## src/rtl/link_control.sv

```systemverilog
// link_control
// ------------
// Initiator-side control FSM for the Link character datapath. The block
// samples the debounced player keys once per video frame, issues exactly one
// action pulse for that frame, and then holds draw_char until the datapath
// reports draw_done. A watchdog aborts a draw that never completes.
//
// Parameters
//   ATTACK_FRAMES  consecutive frames an attack lasts once started (>= 1)
//   DRAW_TIMEOUT   max clock cycles in the draw state without draw_done (>= 4)
//
// Ports
//   clock          system clock, rising edge
//   reset          asynchronous, active-low reset
//   frame_tick     one-cycle pulse per video frame
//   key_*          debounced, active-high player keys
//   draw_done      level from datapath, high when the sprite draw completed
//   init           one-cycle pulse, place character at spawn
//   idle           one-cycle pulse, no movement this frame
//   attack         one-cycle pulse, attack step this frame
//   move_*         one-cycle move pulses
//   draw_char      held high while the datapath draws
//   attack_active  high while an attack sequence is in progress
//   frame_overrun  sticky, a frame_tick arrived outside S_IDLE
//   draw_timeout   sticky, a draw was aborted by the watchdog
//   state_dbg      current state encoding
module link_control #(
  parameter int ATTACK_FRAMES = 8,
  parameter int DRAW_TIMEOUT  = 256
) (
  input  logic       clock,
  input  logic       reset,
  input  logic       frame_tick,
  input  logic       key_up,
  input  logic       key_down,
  input  logic       key_left,
  input  logic       key_right,
  input  logic       key_attack,
  input  logic       draw_done,
  output logic       init,
  output logic       idle,
  output logic       attack,
  output logic       move_up,
  output logic       move_down,
  output logic       move_left,
  output logic       move_right,
  output logic       draw_char,
  output logic       attack_active,
  output logic       frame_overrun,
  output logic       draw_timeout,
  output logic [2:0] state_dbg
);

  localparam logic [2:0] S_RESET = 3'd0;
  localparam logic [2:0] S_INIT  = 3'd1;
  localparam logic [2:0] S_DRAW  = 3'd2;
  localparam logic [2:0] S_IDLE  = 3'd3;
  localparam logic [2:0] S_ACT   = 3'd4;

  localparam int DCW = $clog2(DRAW_TIMEOUT);
  localparam int ACW = (ATTACK_FRAMES > 1) ? $clog2(ATTACK_FRAMES) : 1;

  localparam logic [DCW-1:0] DRAW_LAST = DCW'(DRAW_TIMEOUT - 1);
  localparam logic [ACW-1:0] ATK_LOAD  = ACW'(ATTACK_FRAMES - 1);
  localparam logic           ATK_MULTI = (ATTACK_FRAMES > 1) ? 1'b1 : 1'b0;

  logic [2:0]     state_q, state_d;
  logic [DCW-1:0] draw_cnt_q, draw_cnt_d;
  logic [ACW-1:0] atk_cnt_q, atk_cnt_d;
  logic           atk_act_q, atk_act_d;
  logic           init_q, init_d;
  logic           idle_q, idle_d;
  logic           attack_q, attack_d;
  logic           up_q, up_d;
  logic           down_q, down_d;
  logic           left_q, left_d;
  logic           right_q, right_d;
  logic           draw_q, draw_d;
  logic           overrun_q, overrun_d;
  logic           timeout_q, timeout_d;

  logic vert_sel, horiz_sel;

  // Opposite keys held together cancel their axis.
  assign vert_sel  = key_up ^ key_down;
  assign horiz_sel = key_left ^ key_right;

  // Every output register is loaded from the *next* state, so each output is
  // high exactly while the FSM sits in the matching state. Because of that the
  // action decision is taken on the frame_tick edge from the live keys: the
  // pulse flops themselves hold the per-frame key snapshot, which keeps the
  // tick-to-pulse latency at one cycle.
  always_comb begin
    state_d    = state_q;
    draw_cnt_d = draw_cnt_q;
    atk_cnt_d  = atk_cnt_q;
    atk_act_d  = atk_act_q;
    init_d     = 1'b0;
    idle_d     = 1'b0;
    attack_d   = 1'b0;
    up_d       = 1'b0;
    down_d     = 1'b0;
    left_d     = 1'b0;
    right_d    = 1'b0;
    draw_d     = 1'b0;
    timeout_d  = timeout_q;
    // A tick that is not taken in S_IDLE is dropped, never queued. This also
    // covers a tick on the very cycle the FSM is still leaving S_DRAW.
    overrun_d  = overrun_q | (frame_tick && (state_q != S_IDLE));

    case (state_q)
      S_RESET: begin
        state_d = S_INIT;
        init_d  = 1'b1;
      end

      S_INIT: begin
        // The spawn sprite is drawn right away, without waiting for a tick.
        state_d    = S_DRAW;
        draw_cnt_d = '0;
        draw_d     = 1'b1;
      end

      S_DRAW: begin
        // draw_cnt_q == 0 marks the first draw cycle, where draw_done may
        // still be the stale level left over from the previous draw.
        if ((draw_cnt_q != '0) && draw_done) begin
          state_d = S_IDLE;
        end else if (draw_cnt_q == DRAW_LAST) begin
          state_d   = S_IDLE;
          timeout_d = 1'b1;
        end else begin
          draw_cnt_d = draw_cnt_q + DCW'(1);
          draw_d     = 1'b1;
        end
      end

      S_IDLE: begin
        if (frame_tick) begin
          state_d = S_ACT;
          if (atk_act_q) begin
            // An attack in progress ignores all key changes.
            attack_d  = 1'b1;
            atk_cnt_d = atk_cnt_q - ACW'(1);
            if (atk_cnt_q == ACW'(1)) begin
              atk_act_d = 1'b0;
            end
          end else if (key_attack) begin
            attack_d  = 1'b1;
            atk_cnt_d = ATK_LOAD;
            atk_act_d = ATK_MULTI;
          end else if (vert_sel) begin
            up_d   = key_up;
            down_d = key_down;
          end else if (horiz_sel) begin
            left_d  = key_left;
            right_d = key_right;
          end else begin
            idle_d = 1'b1;
          end
        end
      end

      S_ACT: begin
        state_d    = S_DRAW;
        draw_cnt_d = '0;
        draw_d     = 1'b1;
      end

      default: begin
        state_d = S_RESET;
      end
    endcase
  end

  always_ff @(posedge clock or negedge reset) begin
    if (!reset) begin
      state_q    <= S_RESET;
      draw_cnt_q <= '0;
      atk_cnt_q  <= '0;
      atk_act_q  <= 1'b0;
      init_q     <= 1'b0;
      idle_q     <= 1'b0;
      attack_q   <= 1'b0;
      up_q       <= 1'b0;
      down_q     <= 1'b0;
      left_q     <= 1'b0;
      right_q    <= 1'b0;
      draw_q     <= 1'b0;
      overrun_q  <= 1'b0;
      timeout_q  <= 1'b0;
    end else begin
      state_q    <= state_d;
      draw_cnt_q <= draw_cnt_d;
      atk_cnt_q  <= atk_cnt_d;
      atk_act_q  <= atk_act_d;
      init_q     <= init_d;
      idle_q     <= idle_d;
      attack_q   <= attack_d;
      up_q       <= up_d;
      down_q     <= down_d;
      left_q     <= left_d;
      right_q    <= right_d;
      draw_q     <= draw_d;
      overrun_q  <= overrun_d;
      timeout_q  <= timeout_d;
    end
  end

  assign init          = init_q;
  assign idle          = idle_q;
  assign attack        = attack_q;
  assign move_up       = up_q;
  assign move_down     = down_q;
  assign move_left     = left_q;
  assign move_right    = right_q;
  assign draw_char     = draw_q;
  assign attack_active = atk_act_q;
  assign frame_overrun = overrun_q;
  assign draw_timeout  = timeout_q;
  assign state_dbg     = state_q;

endmodule

```

## config.mk

```make
export PLATFORM = sky130hd
export DESIGN_NAME = link_control
export DESIGN_NICKNAME = d
export VERILOG_FILES = /design/src/rtl/link_control.sv
export SDC_FILE = /design/constraint.sdc
export NUM_CORES = 1
export LEC_CHECK = 0
export CAP_MARGIN = 25
export CORE_ASPECT_RATIO = 0.7
export CORE_MARGIN = 10
export CORE_UTILIZATION = 64
export CTS_BUF_LIST = sky130_fd_sc_hd__clkbuf_8
export DETAILED_ROUTE_END_ITERATION = 16
export DONT_BUFFER_PORTS = 1
export HOLD_SLACK_MARGIN = 0.02
export PLACE_DENSITY = 0.82
export SYNTH_ARGS = -nofsm -noshare
export SYNTH_HDL_FRONTEND = slang
export SYNTH_SLANG_ARGS = --single-unit
```

## constraint.sdc

```tcl
create_clock -name clock -period 2.7 [get_ports clock]
set_input_delay 0.27 -clock clock [delete_from_list [all_inputs] [get_ports clock]]
set_output_delay 0.27 -clock clock [all_outputs]
set_load 0.05 [all_outputs]
```

; Word level (Yosys, flattened, before mapping)
; Index checks and enable logic that the tools add are counted.
[classes]
shift = 0
n_eq_ne = 11
mux = 47
bitwise_logic = 4
reduce_logical = 12
addsub = 2
multipliers = 0
magnitude_cmp = 0
n_div = 0
[ops]
columns = op, n
row1 = two-way mux 1 bit, 37
row2 = two-way mux 8 bit, 2
row3 = case mux 8 bit (2 select lines), 1
row4 = two-way mux 3 bit, 5
row5 = case mux 3 bit (4 select lines), 1
row6 = AND reduction 3 bit, 3
row7 = adder 8 x 1 -> 8 bit (second input constant), 1
row8 = == test 8 bit (second input constant), 1
row9 = nonzero test 8 bit, 1
row10 = == test 3 x 1 -> 1 bit (second input constant), 2
row11 = == test 3 x 2 -> 1 bit (second input constant), 2
row12 = inequality test 2 bit (second input constant), 3
row13 = AND reduction 2 bit, 2
row14 = nonzero test 2 bit, 2
row15 = == test 3 bit (second input constant), 1
row16 = zero test 3 bit, 1
row17 = inequality test 3 x 2 -> 1 bit (second input constant), 1
row18 = inequality test 3 bit (second input constant), 1
row19 = subtractor 3 x 1 -> 3 bit (second input constant), 1
row20 = logical AND 1 bit, 2
row21 = case mux 1 bit (2 select lines), 1
row22 = OR reduction 2 bit, 1
row23 = bitwise XOR 1 bit, 2
row24 = inverter 1 bit, 1
row25 = bitwise OR 1 bit, 1
[word_totals]
elab_cells = 90
mem_bits_rw = 0
rom_bits = 0
inputBits = 9
output_inout_bits = 14
memories = 0
latch_bits = 0
register_bits = 25

; Logic depth before layout (Yosys ltp)
[depth]
ltp_word = 7
mapped_depth = 6
ltp_nobuf = 6

; Worst setup path before layout
; Ideal clock, no wire load.
[synth_timing]
path_type = flip-flop to flip-flop
startpoint = register draw_cnt_q[0]
endpoint = register draw_cnt_q[4]
setup_ps = 78
path_buffers = 0
path_stages_with_launch = 7
path_slack_ps = 551
t_required_ps = 2622
arrival_time_ps = 2072
synth_period_minus_slack_ps = 2149
cell_sequence = dfrtp_1 inv_1 ha_1 or4b_4 o41a_4 or4_1 a21oi_1
[synth_between]
elab_chain_len = 4
elab_cells_between_ends = 10
classes_between = add/sub (1) / eq/ne (3) / mux (3) / reduce/logical (3)
[synth_lines]
columns = element, line
row1 = start: declaration, 68  ; logic [DCW-1:0] draw_cnt_q, draw_cnt_d;
row2 = start signal: assignment, 194  ; draw_cnt_q <= draw_cnt_d;
row3 = adder 8 x 1 -> 8 bit / nonzero test 8 bit (equally long branches), "133, 127"
row4 = two-way mux 8 bit / logical AND 1 bit (equally long branches), "129, 127"
row5 = two-way mux 8 bit / inequality test 2 bit (equally long branches), --
row6 = case mux 8 bit (2 select lines) / AND reduction 3 bit (equally long branches), --
; Several ways; a longest one is shown, not always the timed one. The select of a mux whose other input is x is not followed.
; A chain may end at the register's enable or synchronous reset.

; Worst setup path in the final report
; Ends and elaborated chain as after synthesis.

==> results.md <==
* Number of distinct library cells after synthesis at 36
* Syn-to-layout area delta at 6.85%
* RSZ-0062 raised after global routing: false
* Syn_nets at 138
* Mapped Area at 1260 µm²
* I/O Pins at 23
* Die span in y at 57.1 µm
* First-pass GRT wire length at 4.03 mm
* Metal3 WL at 256 µm
* Antenna violations before repair at 0
* Core Region at 1870 µm²
* CP arrival at 2.47 ns
* Post-DP Area at 1280 µm²
* # rows at 13
* Worst setup margin at 0.426 ns
* Total GRT Usage at 11.7%
* Multi-input gate area at 583 µm²
* Slew Limit Headroom at 49.4%
* Worst-path clk slew at 0.08 ns
* Cts bufs inserted at 3
* Starting density of the core at 67.4%
* Final period demand of the worst path at 2.27 ns
* Via/cell ratio at 6.30
* Vias in the first global route at 885
* Final Skew at 0.00521 ns
* Reg2Reg Setup Slack at 0.43 ns
* Final worst-path cycle share at 84.2%
* Setup crit start kind: register
* Chip width at 73.1 µm
* GPL Wtd Cong at 0.926
* Detailed Route WL at 2.45 mm
* Bufs on Longest Clock Path at 2
* Post-DP HPWL at 1.83 mm
* CTS sink cnt at 25
* Slew at the pin with the worst max-slew slack at 0.751 ns
* Final instance area at 1350 µm²
* Area leader, netlist: dfrtp_1
* Outcome: finished clean
* Dpl ws at 0.421 ns
* CTS tree: built
* CTS Root Buffer Type: clkbuf_8
* CTS H-tree depth at 1
* Register area at 626 µm²
* Post-cts resize count at 0
* Worst path max stage delay at 0.51 ns
* Drc violations at 0
* DR iter-0 viols at 79
* Share of layout cells above drive strength 1 at 6.50%
* Final hold vios at 0
* Top cell type's share of synthesized area at 49.6%
* Routed length per instance at 16.9 µm
* Final #Nets at 141
* Fin Setup TNS at 0 ns
* Max layer used: met4
* ANT nets after route at 0
* Cell breakdown of the critical path: inv_1 -> ha_1 -> or4b_4 -> o41a_4 -> or4_1 -> a21oi_1
* Worst Hold Class: in -> reg
* Seq/Total Area, Yosys at 49.6%
* Final Setup Violations at 0
* Yosys warnings at 0
* Vias at 914
* Final slew viol count at 0
* Critical path capture point type: register
* Post-CTS Setup Inserts at 0
* Slowest-stage cell, CP: or4_1
* Die area at 4170 µm²
* Required time of the critical path at 2.89 ns
* Critical-path maximum fanout at 8
* Max_cap viols at 0
* ANT cells at 0
* VDD IR-drop max at 0.788 mV
* Avg Cell Area, Syn at 10.4 µm²
* PD cells at 981 nW/µm²
* DRT Pass-1 Iters at 4
* Clock latency at the later pin of the worst-skew pair at 0.26 ns
* Largest net degree at the start of global routing at 26
* WL met2 at 1.09 mm
* Crit Path Class: reg -> reg
* Leakage power at 0.642 nW
* Synthesized instance count at 121
* Synth top area cells: dfrtp_1 50%, ha_1 7.9%, mux2i_1 3.2%
* PortBufs at 0
* Grt ovf at 0
* Seq cells post-synth at 25
* Fill cells at 138
* Met1 WL at 1.09 mm
* Fmax at 440 MHz
critical path, delay by kind of cell (launching register included):
family,cells,cell delay (ns)
AOI/OAI and AO/OA,2,0.57
buffers and inverters,1,0.10
DFF,1,0.43
and+or+nand+nor,2,0.98
adders and majority gates,1,0.14
path summary, 6_finish.rpt:
kind                               start             to  cells past startpoint
max in group asynchronous          reset  draw_cnt_q[1]                      2
min in group asynchronous          reset  draw_cnt_q[4]                      1
min                           frame_tick  frame_overrun                      2
min reg2reg                 atk_cnt_q[0]   atk_cnt_q[0]                      1
max                        draw_cnt_q[0]  draw_cnt_q[4]                      6
max reg2reg                draw_cnt_q[0]  draw_cnt_q[4]                      6
synth_stat cells:
cell type and instances:
a211oi_1 1, a21o_1 1, a21oi_1 7, a221oi_1 1, a31oi_1 2, a41o_1 1, a41oi_1 1, and2_1 3
and3_1 3, and4b_1 1, clkbuf_1 5, dfrtp_1 25, ha_1 8, inv_1 9, mux2i_1 4, nand2_1 7
nand2b_1 4, nand3_1 8, nand4_1 1, nand4b_1 1, nor2_1 7, nor2b_1 2, nor3_1 3, nor3b_1 1
nor4b_1 1, o211a_1 1, o211ai_1 1, o21a_1 1, o21ai_0 4, o31ai_1 1, o41a_4 1, o41ai_1 1
o41ai_2 1, or4_1 1, or4b_4 1, xor2_1 1
cell usage in the layout (no fill, tap or decap), types with 3 or more instances in the layout:
| cell | netlist | routed |
|---|---|---|
| ha_1 | 8 | 8 |
| mux2i_1 | 4 | 4 |
| and3_1 | 3 | 3 |
| inv_1 | 9 | 10 |
| o21ai_0 | 4 | 4 |
| nor2_1 | 7 | 7 |
| and2_1 | 3 | 3 |
| dfrtp_1 | 25 | 25 |
| a21oi_1 | 7 | 7 |
| nand3_1 | 8 | 8 |
| nand2b_1 | 4 | 4 |
| nor3_1 | 3 | 3 |
| clkbuf_8 | 0 | 3 |
| nand2_1 | 7 | 7 |
final cells by class:
| class | count | share of cell area (%) |
|---|---|---|
| Clock buffer | 3 | 3.06 |
| Clock inverter | 1 | 0.279 |
| Inverter | 9 | 2.51 |
| Multi-Input combinational cell | 82 | 43.3 |
| Sequential cell | 25 | 46.4 |
| Tap cell | 22 | 2.04 |
| Timing Repair Buffer | 3 | 2.41 |
through the flow:
step	cells	power [mW]	utilization (%)	hold slack [ns]
2_1_floorplan	121	1.01	-	-0.0256
3_3_place_gp	139	1.08	68.3	-0.0249
3_5_place_dp	139	1.10	68.3	-0.0248
4_1_cts	144	1.32	71.2	0.149
5_1_grt	145	1.41	72.0	0.144
6_report	145	1.32	72.0	0.149
what timing repair did:
action	4_1_cts	5_1_grt
endpoints found under the setup margin	0	0
endpoints found under the hold margin	25	0
hold buffers	1	0
sequential cells by signal (all words and copies together) (netlist names):
register       count
draw_timeout       1
init               1
state_dbg          3
frame_overrun      1
draw_cnt_q         8
draw_char          1
idle               1
move_left          1
move_right         1
attack_active      1
move_down          1
attack             1
move_up            1
atk_cnt_q          3
layer usage:
layer | track usage, % | up-vias
li1 | - | 435
met1 | 15.1 | 443
met2 | 17.3 | 34
met3 | 5.35 | 2
met4 | 2.97 | 0
met5 | 0 | -
power breakdown:
group          leakage [nW]  internal [mW]  switching, mW
combinational         0.292          0.161          0.253
clock                0.0269          0.101          0.105
sequential            0.323          0.454          0.248
kinds of logic after synthesis:
| kind of cell | after synthesis | share of synthesized area, % |
|---|---|---|
| AND/OR/NAND/NOR | 44 | 19.4 |
| AO/OA/AOI/OAI | 25 | 15.0 |
| flip-flops | 25 | 49.6 |
| buffers and inverters | 14 | 4.17 |
| adder cells (fa/ha/maj) | 8 | 7.94 |
| multiplexers | 4 | 3.17 |
| XOR/XNOR | 1 | 0.695 |
(Power assumes the default switching activity.)
